## src/rtl/mario_pkg.sv

```systemverilog
// Shared constants and types for Mario's motion control: HID keycodes,
// the vertical motion state and a helper that scans the four keycode slots.
package mario_pkg;

  localparam logic [7:0] KEY_A     = 8'h04;
  localparam logic [7:0] KEY_D     = 8'h07;
  localparam logic [7:0] KEY_W     = 8'h1A;
  localparam logic [7:0] KEY_SPACE = 8'h2C;

  typedef enum logic {
    GROUNDED = 1'b0,
    AIRBORNE = 1'b1
  } motion_state_t;

  // True when any of the four 8-bit keycode slots carries the given key.
  function automatic logic key_hit(input logic [31:0] kc, input logic [7:0] key);
    logic hit;
    hit = 1'b0;
    for (int i = 0; i < 4; i++) begin
      if (kc[8*i +: 8] == key) hit = 1'b1;
    end
    return hit;
  endfunction

endpackage

```

## src/rtl/mario_motion_keycode_decode.sv

```systemverilog
// Maps the four-slot USB HID keycode word onto Mario's movement intents.
module keycode_decode
  import mario_pkg::*;
(
  input  logic [31:0] keycode,
  output logic        left,
  output logic        right,
  output logic        jump
);

  assign left  = key_hit(keycode, KEY_A);
  assign right = key_hit(keycode, KEY_D);
  assign jump  = key_hit(keycode, KEY_W) | key_hit(keycode, KEY_SPACE);

endmodule

```

## src/rtl/mario_motion.sv

```systemverilog
// Per-frame Mario motion: horizontal velocity with prescaled acceleration and
// screen clamping, plus a GROUNDED/AIRBORNE machine that replays upstream jump deltas.
module mario_motion
  import mario_pkg::*;
#(
  parameter int START_X     = 64,
  parameter int GROUND_Y    = 400,
  parameter int X_MIN       = 0,
  parameter int X_MAX       = 623,
  parameter int MAX_VEL     = 3,
  parameter int JUMP_FRAMES = 40
) (
  input  logic        frame_clk,
  input  logic        Reset_n,
  input  logic [31:0] keycode,
  input  logic [9:0]  jump_y_motion,
  output logic        jump_en,
  output logic [9:0]  mario_x,
  output logic [9:0]  mario_y,
  output logic        on_ground,
  output logic        facing_left,
  output logic [1:0]  anim_frame
);

  localparam logic signed [11:0] X_LO     = 12'(X_MIN);
  localparam logic signed [11:0] X_HI     = 12'(X_MAX);
  localparam logic signed [10:0] Y_GND    = 11'(GROUND_Y);
  localparam logic signed [3:0]  V_MAX    = 4'(MAX_VEL);
  localparam logic [7:0]         AIR_LAST = 8'(JUMP_FRAMES - 1);
  localparam logic [9:0]         X_RST    = 10'(START_X);
  localparam logic [9:0]         Y_RST    = 10'(GROUND_Y);

  logic left, right, jump;

  keycode_decode u_keycode_decode (
    .keycode (keycode),
    .left    (left),
    .right   (right),
    .jump    (jump)
  );

  motion_state_t     state, state_nx;
  logic [9:0]        x_q, x_nx;
  logic [9:0]        y_q, y_nx;
  logic signed [3:0] x_vel, x_vel_nx;
  logic [7:0]        air_cnt, air_cnt_nx;
  logic [1:0]        presc, presc_nx;
  logic [1:0]        anim_q, anim_nx;
  logic [2:0]        anim_div, anim_div_nx;
  logic              face_q, face_nx;
  logic              jump_prev, jump_prev_nx;

  logic signed [10:0] y_sum;
  logic [9:0]         y_clamped;
  logic signed [11:0] x_sum;
  logic signed [3:0]  vel_step;

  always_ff @(posedge frame_clk or negedge Reset_n) begin
    if (!Reset_n) begin
      state     <= GROUNDED;
      x_q       <= X_RST;
      y_q       <= Y_RST;
      x_vel     <= 4'sd0;
      air_cnt   <= 8'd0;
      presc     <= 2'd0;
      anim_q    <= 2'd0;
      anim_div  <= 3'd0;
      face_q    <= 1'b0;
      jump_prev <= 1'b1;
    end else begin
      state     <= state_nx;
      x_q       <= x_nx;
      y_q       <= y_nx;
      x_vel     <= x_vel_nx;
      air_cnt   <= air_cnt_nx;
      presc     <= presc_nx;
      anim_q    <= anim_nx;
      anim_div  <= anim_div_nx;
      face_q    <= face_nx;
      jump_prev <= jump_prev_nx;
    end
  end

  always_comb begin
    state_nx     = state;
    y_nx         = y_q;
    air_cnt_nx   = air_cnt;
    x_nx         = x_q;
    x_vel_nx     = x_vel;
    face_nx      = face_q;
    anim_nx      = anim_q;
    anim_div_nx  = anim_div;
    presc_nx     = presc + 2'd1;
    jump_prev_nx = jump;

    // Rising edge of the jump intent only; jump_prev starts high so a key held through reset cannot fire.
    jump_en = (state == GROUNDED) && jump && !jump_prev;

    y_sum = $signed({1'b0, y_q}) + $signed({jump_y_motion[9], jump_y_motion});
    if (y_sum > Y_GND)       y_clamped = Y_RST;
    else if (y_sum < 11'sd0) y_clamped = 10'd0;
    else                     y_clamped = y_sum[9:0];

    case (state)
      GROUNDED: begin
        if (jump_en) begin
          state_nx   = AIRBORNE;
          air_cnt_nx = 8'd0;
        end
      end
      AIRBORNE: begin
        y_nx       = y_clamped;
        air_cnt_nx = air_cnt + 8'd1;
        if (air_cnt == AIR_LAST) begin
          state_nx = GROUNDED;
          y_nx     = Y_RST;
        end
      end
      default: state_nx = GROUNDED;
    endcase

    // Velocity only moves one step per prescaler wrap; conflicting keys decay like no key.
    vel_step = x_vel;
    if (presc == 2'd3) begin
      if (right && !left) begin
        if (x_vel < V_MAX) vel_step = x_vel + 4'sd1;
      end else if (left && !right) begin
        if (x_vel > -V_MAX) vel_step = x_vel - 4'sd1;
      end else if (x_vel > 4'sd0) begin
        vel_step = x_vel - 4'sd1;
      end else if (x_vel < 4'sd0) begin
        vel_step = x_vel + 4'sd1;
      end
    end

    x_sum = $signed({2'b00, x_q}) + $signed({{8{x_vel[3]}}, x_vel});
    if (x_sum < X_LO) begin
      x_nx     = X_LO[9:0];
      x_vel_nx = 4'sd0;
    end else if (x_sum > X_HI) begin
      x_nx     = X_HI[9:0];
      x_vel_nx = 4'sd0;
    end else begin
      x_nx     = x_sum[9:0];
      x_vel_nx = vel_step;
    end

    if (x_vel_nx < 4'sd0)      face_nx = 1'b1;
    else if (x_vel_nx > 4'sd0) face_nx = 1'b0;

    if ((state == GROUNDED) && (x_vel != 4'sd0)) begin
      anim_div_nx = anim_div + 3'd1;
      if (anim_div == 3'd7) anim_nx = anim_q + 2'd1;
    end else begin
      anim_div_nx = 3'd0;
      anim_nx     = 2'd0;
    end
  end

  assign mario_x     = x_q;
  assign mario_y     = y_q;
  assign on_ground   = (state == GROUNDED);
  assign facing_left = face_q;
  assign anim_frame  = anim_q;

endmodule

```

## config.mk

```make
export PLATFORM = sky130hd
export DESIGN_NAME = mario_motion
export DESIGN_NICKNAME = d
export VERILOG_FILES = /design/src/rtl/mario_pkg.sv /design/src/rtl/mario_motion_keycode_decode.sv /design/src/rtl/mario_motion.sv
export SDC_FILE = /design/constraint.sdc
export NUM_CORES = 1
export LEC_CHECK = 0
export CORE_MARGIN = 2
export CORE_UTILIZATION = 39
export DETAILED_ROUTE_END_ITERATION = 7
export PLACE_DENSITY = 0.63
export SETUP_SLACK_MARGIN = 0.05
export SKIP_CTS_REPAIR_TIMING = 1
export SYNTH_ARGS = -nofsm -noshare
export SYNTH_HDL_FRONTEND = slang
export SYNTH_SLANG_ARGS = --single-unit
```

## constraint.sdc

```tcl
create_clock -name frame_clk -period 3.8 [get_ports frame_clk]
set_clock_uncertainty 0.05 [all_clocks]
set_input_delay 0.57 -clock frame_clk [delete_from_list [all_inputs] [get_ports frame_clk]]
set_output_delay 0.57 -clock frame_clk [all_outputs]
set_load 0.02 [all_outputs]
```

# ---- Word level (Yosys, flattened, before mapping)
# Index checks and enable logic that the tools add are counted.
dict set report totals {
  regBits 42
  in_bits 44
  out_inout_bits 25
  elab_cells 101
}
dict set report op_classes {
  n_addsub 8
  order_cmp 10
  n_eq_ne 21
  n_mux 40
  n_bitwise 2
  reduce_logical 10
}
# op n
set op_table {}
lappend op_table {{$eq 8x3->1 const B} 8}
lappend op_table {{$mux 10} 5}
lappend op_table {{$eq 8x6->1 const B} 5}
lappend op_table {{$mux 4} 9}
lappend op_table {{$eq 8x5->1 const B} 4}
lappend op_table {{$mux 1} 20}
lappend op_table {{$pmux 8 s2} 1}
lappend op_table {{$add 11x4->12} 1}
lappend op_table {{$gt 12x11->1 const B} 1}
lappend op_table {{$lt 12x1->1 const B} 1}
lappend op_table {{$add 11x10->11} 1}
lappend op_table {{$gt 11x10->1 const B} 1}
lappend op_table {{$lt 11x1->1 const B} 1}
lappend op_table {{$add 8x1->8 const B} 1}
lappend op_table {{$gt 4x1->1 const B} 2}
lappend op_table {{$lt 4x1->1 const B} 2}
lappend op_table {{$mux 8} 1}
lappend op_table {{$logic_and 1x1->1} 5}
lappend op_table {{$add 2x1->2 const B} 2}
lappend op_table {{$add 4x2->4 const B} 1}
lappend op_table {{$gt 4x3->1 const B} 1}
lappend op_table {{$lt 4x3->1 const B} 1}
lappend op_table {{$mux 2} 2}
lappend op_table {{$reduce_bool 4->1} 1}
lappend op_table {{other kinds (12)} 14}

# ---- Logic depth before layout (Yosys ltp)
dict set report logic_depth {
  depth_word 15
  ltp_mapped 11
  depth_no_buf 11
}

# ---- Hierarchy
# A second synthesis with hierarchy kept.
dict set report unflattened {
  cells_unflattened 368
  area_unflattened_um2 3357.0
}
# mod n_inst cells_each area_each_um2 seq_area_each_um2
set by_module_without_submodules {}
lappend by_module_without_submodules {mario_motion 1 329 3052.9 1057.3}
lappend by_module_without_submodules {keycode_decode 1 39 304.0 0.0}

# ---- Least setup slack after synthesis
# Ideal clock, no wire load.
dict set report synth_timing {
  kind {input-to-reg}
  startpoint {in jump_y_motion[0]}
  endpoint {reg y_q[0] (netlist: mario_y[0])}
  setup_ns 0.122
  arrival_time_ns 2.681
  required_ns 3.628
  slack_ns 0.948
  cell_stages 10
  n_path_buf 0
  path_cell_list {ha_1 -> fa_1 -> a21o_1 -> a211oi_1 -> o21ai_0 -> nand2_1 -> xor2_1 -> or2_2 -> a31o_2 -> a32o_1}
}
dict set report synth_between {
  elab_chain_cells 5
  elab_cells_between_ends 6
  classes_between {add/sub (1); order compare (2); mux (3)}
}
# element line_no
set synth_lines {}
lappend synth_lines {{from (decl)} mario_motion.sv:16} ;# input logic [9:0] jump_y_motion,
lappend synth_lines {{$add 11x10->11 (*)} mario_motion.sv:99} ;# y_sum = $signed({1'b0, y_q}) + $signed({jump_y_motion[9], jump_y_motion});
lappend synth_lines {{$lt 11x1->1} mario_motion.sv:101} ;# else if (y_sum < 11'sd0) y_clamped = 10'd0;
lappend synth_lines {{$mux 10} mario_motion.sv:101}
lappend synth_lines {{$mux 10 (*)} mario_motion.sv:100} ;# if (y_sum > Y_GND) y_clamped = Y_RST;
lappend synth_lines {{$mux 10 (*)} mario_motion.sv:114} ;# if (air_cnt == AIR_LAST) begin
lappend synth_lines {{to (signal assigned)} mario_motion.sv:73} ;# y_q <= y_nx;
lappend synth_lines {{to (decl)} mario_motion.sv:44} ;# logic [9:0] y_q, y_nx;
# Every way passes the cells marked *; elsewhere a longest branch is shown, timed or not.
# A chain may end at the register's enable or synchronous reset.

# ---- Worst setup path after layout
dict set report layout_timing {
  startpoint {in keycode[24]}
  endpoint {out jump_en}
}
dict set report layout_between {
  elab_chain_cells 5
  elab_cells_between_ends 7
  classes_between {eq/ne (2); mux (2); bitwise (1); reduce/logical (2)}
}
# element line_no
set layout_lines {}
lappend layout_lines {{from (decl)} mario_motion.sv:15} ;# input logic [31:0] keycode,
lappend layout_lines {{$eq 8x5->1 / $eq 8x6->1 (equally long branches)} mario_pkg.sv:20} ;# if (kc[8*i +: 8] == key) hit = 1'b1;
lappend layout_lines {{$mux 1} mario_pkg.sv:20}
lappend layout_lines {{$or 1x1->1 (*)} mario_motion_keycode_decode.sv:13} ;# assign jump = key_hit(keycode, KEY_W) | key_hit(keycode, KEY_SPACE);
lappend layout_lines {{$logic_and 1x1->1 (*) (2 in a row)} mario_motion.sv:97} ;# jump_en = (state == GROUNDED) && jump && !jump_prev;
lappend layout_lines {{to (decl)} mario_motion.sv:17} ;# output logic jump_en,
# Marked as above.

==> results_dict.tcl <==
set metrics [dict create \
    internal_power_mw 1.48 \
    period_needed_ns 3.44 \
    place_ws_ns 0.319 \
    static-leakage-power_nw 1.79 \
    cp.arrival_ns 2.82 \
    slew_headroom_pct 37.1 \
    place_congestion 0.824 \
    hold_violations 0 \
    switching_share_pct 44.8 \
    drive_gt1_share_pct 7.21 \
    period_share_pct 90.5 \
    drtPass1Iterations 4 \
    dr_total_vias 2996 \
    max-vdd-ir-drop_uv 228 \
    seq_power_share_pct 28.4 \
    start_util_pct 40.4 \
    numCtsBuffers 5 \
    drc 0 \
    dieArea_um2 9320 \
    fillers 787 \
    cts_tree "yes" \
    worst_skew_pair.late_latency_ns 0.29 \
    synth-seq-cells 42 \
    dp_hpwl_mm 6.17 \
    grt_pass1_wl_mm 13.1 \
    p_clk_share_pct 10.9 \
    antenna_found_initial 0 \
    wl_per_cell_um 14.2 \
    dieHeight_um 96.5 \
    tightest_slew_ns 0.944 \
    p_sw_mw 1.20 \
    syn_area_um2 3340 \
    grt_pass1_vias 2808 \
    setup-violations-final 0 \
    drt_iter0_markers 130 \
    yosys_warnings 0 \
    combPwrFrac_pct 60.7 \
    synth_area_per_cell_um2 8.88 \
    clockBufferDepth 2 \
    synth_ff_type "dfrtp_1" \
    synthCells 376 \
    ys_async_sr_fraction_pct 100 \
    die_x_um 96.5 \
    max_freq_mhz 291 \
    crit_required_ns 3.18 \
    endpoint_kind "output pin" \
    setup_ws_ns 0.359 \
    vias_per_cell 5.46 \
    final_antenna_net_count 0 \
    io_buffers 68 \
    status "completed" \
    htree_levels 2 \
    num_rows 33 \
    antenna_cells 0 \
    synthesis.nets 452 \
    path_clk_slew_ns 0.09 \
    min_path_type "in -> async" \
    synthToLayoutAreaGrowth_pct 26.2 \
    hold_ws_ns 0.363 \
    core_area_um2 8260 \
    cp_max_fo 3 \
    fin_tns_setup_ns 0 \
    grt_max_degree 43 \
    grtUsageTotal_pct 17.5 \
    p_total_mw 2.68 \
    cts_root_buf "clkbuf_8" \
    rsz0062_at_grt "false" \
    io_pins 69 \
    synth_edf_count 0 \
    yosysUniqueCellTypes 69 \
    r2r_slack_ns 0.75 \
    cts_sinks 42 \
    seq_area_frac_synth_pct 31.7 \
    maxCapViolations 0 \
    crit_type "in -> out" \
    power.density_nw_per_um2 637 \
    crit_path_start_kind "primary input" \
    finalWirelength_mm 7.77 \
    fin_nets 519 \
    grt.overflow.total 0 \
    slew_viol_final 0 \
]
worst paths after layout:
check                              startpoint                      to  depth (start not counted)
max in group asynchronous             Reset_n    mario_x[2]$_DFF_PN0_                          1
max reg2reg                x_vel[1]$_DFF_PN0_    mario_x[5]$_DFF_PN0_                          9
min in group frame_clk     presc[0]$_DFF_PN0_      presc[0]$_DFF_PN0_                          1
min                                   Reset_n  mario_y[9]$_DFFE_PN0P_                          1
min reg2reg                presc[0]$_DFF_PN0_      presc[0]$_DFF_PN0_                          1
max                               keycode[24]                 jump_en                          8
worst max-delay path, stage by stage:
cell and delay, ns:
clkdlybuf4s50_1 0.45, nor4_1 0.43, nand4_1 0.16, nand3_1 0.09
nor2_1 0.08, or3_1 0.33, inv_1 0.09, clkdlybuf4s50_1 0.60
Yosys cell counts (3+ instances only):
master     count  area (um^2)
nor2b_1        6         37.5
inv_1         19         71.3
nor2_1        35          131
and3_1         4         25.0
o22ai_1        4         25.0
a211oi_1       7         52.6
dfstp_2        5          131
or2_2          4         25.0
a21o_1         4         30.0
nor4b_1        6         52.6
o21bai_1       3         22.5
xnor2_1       13          114
o21ai_0       16         80.1
a21oi_1       19         95.1
nand3_1       17         85.1
or3_1          3         18.8
o21a_1         3         22.5
nor4_1         4         25.0
nand2_1       32          120
o2bb2ai_1      3         26.3
nand4_1        7         43.8
ha_1          30          375
xor2_1        15          131
dfrtp_1       37          926
nand2b_1       6         37.5
a32o_1         4         40.0
nor4bb_1       3         30.0
clkbuf_1       7         26.3
nor3_1         8         40.0
per-layer routing:
| layer | vias to the layer above | part of all wire, % | track usage [%] |
|---|---|---|---|
| met5 | - | 0 | 0 |
| met4 | 0 | 0.59 | 3.05 |
| met3 | 7 | 3.7 | 2.72 |
| met2 | 66 | 46 | 29.0 |
| met1 | 1398 | 50 | 24.5 |
| li1 | 1525 | - | - |
cells in the final DEF (no fill, tap or decap), types with 13 or more instances in the layout:
master,netlist,layout
a21oi_1,19,19
clkdlybuf4s50_1,0,67
dfrtp_1,37,37
ha_1,30,30
inv_1,19,19
nand2_1,32,32
nand3_1,17,17
nor2_1,35,35
o21ai_0,16,16
xnor2_1,13,13
xor2_1,15,15
registers in the layout, summed over array words and instances, names as in the netlist:
signal	cells
jump_prev	1
state	1
anim_div	3
x_vel	4
facing_left	1
mario_y	10
mario_x	10
anim_frame	2
presc	2
air_cnt	8
per-stage QoR:
stage               util, %  std cells  area, um^2
global route           51.0        549        4210
global placement       49.9        541        4120
floorplan                 -        376        3340
finish                 51.0        549        4210
CTS                    51.0        549        4210
detailed placement     49.9        541        4120
cells by family (layout without fill, tap and decap cells):
logic type	Yosys count	after routing	synth area share, %
simple gates	146	146	22.7
compound gates	94	94	21.0
flops	42	42	31.7
fa+ha+maj	34	34	13.0
buf+inv	29	97	3.30
xor+xnor	28	28	7.35
mux	3	3	0.974
power groups by stage:
stage,clock network [mW],logic (mW),registers [mW]
global route,0.329,1.82,0.786
detailed placement,0,1.63,0.772
floorplan,0,1.06,0.831
finish,0.293,1.63,0.761
global placement,0,1.60,0.769
CTS,0.302,1.64,0.764
area by class of cell:
| cell class | instances | area [um^2] | share of cell area, % |
|---|---|---|---|
| multi-input combinational | 305 | 2170 | 51.5 |
| tap | 105 | 131 | 3.12 |
| clock buffer | 5 | 68.8 | 1.63 |
| inverter | 19 | 71.3 | 1.69 |
| sequential | 42 | 1060 | 25.1 |
| timing repair buffer | 70 | 691 | 16.4 |
| clock inverter | 3 | 21.3 | 0.505 |
No activity file was read; power rests on OpenSTA's default activity.
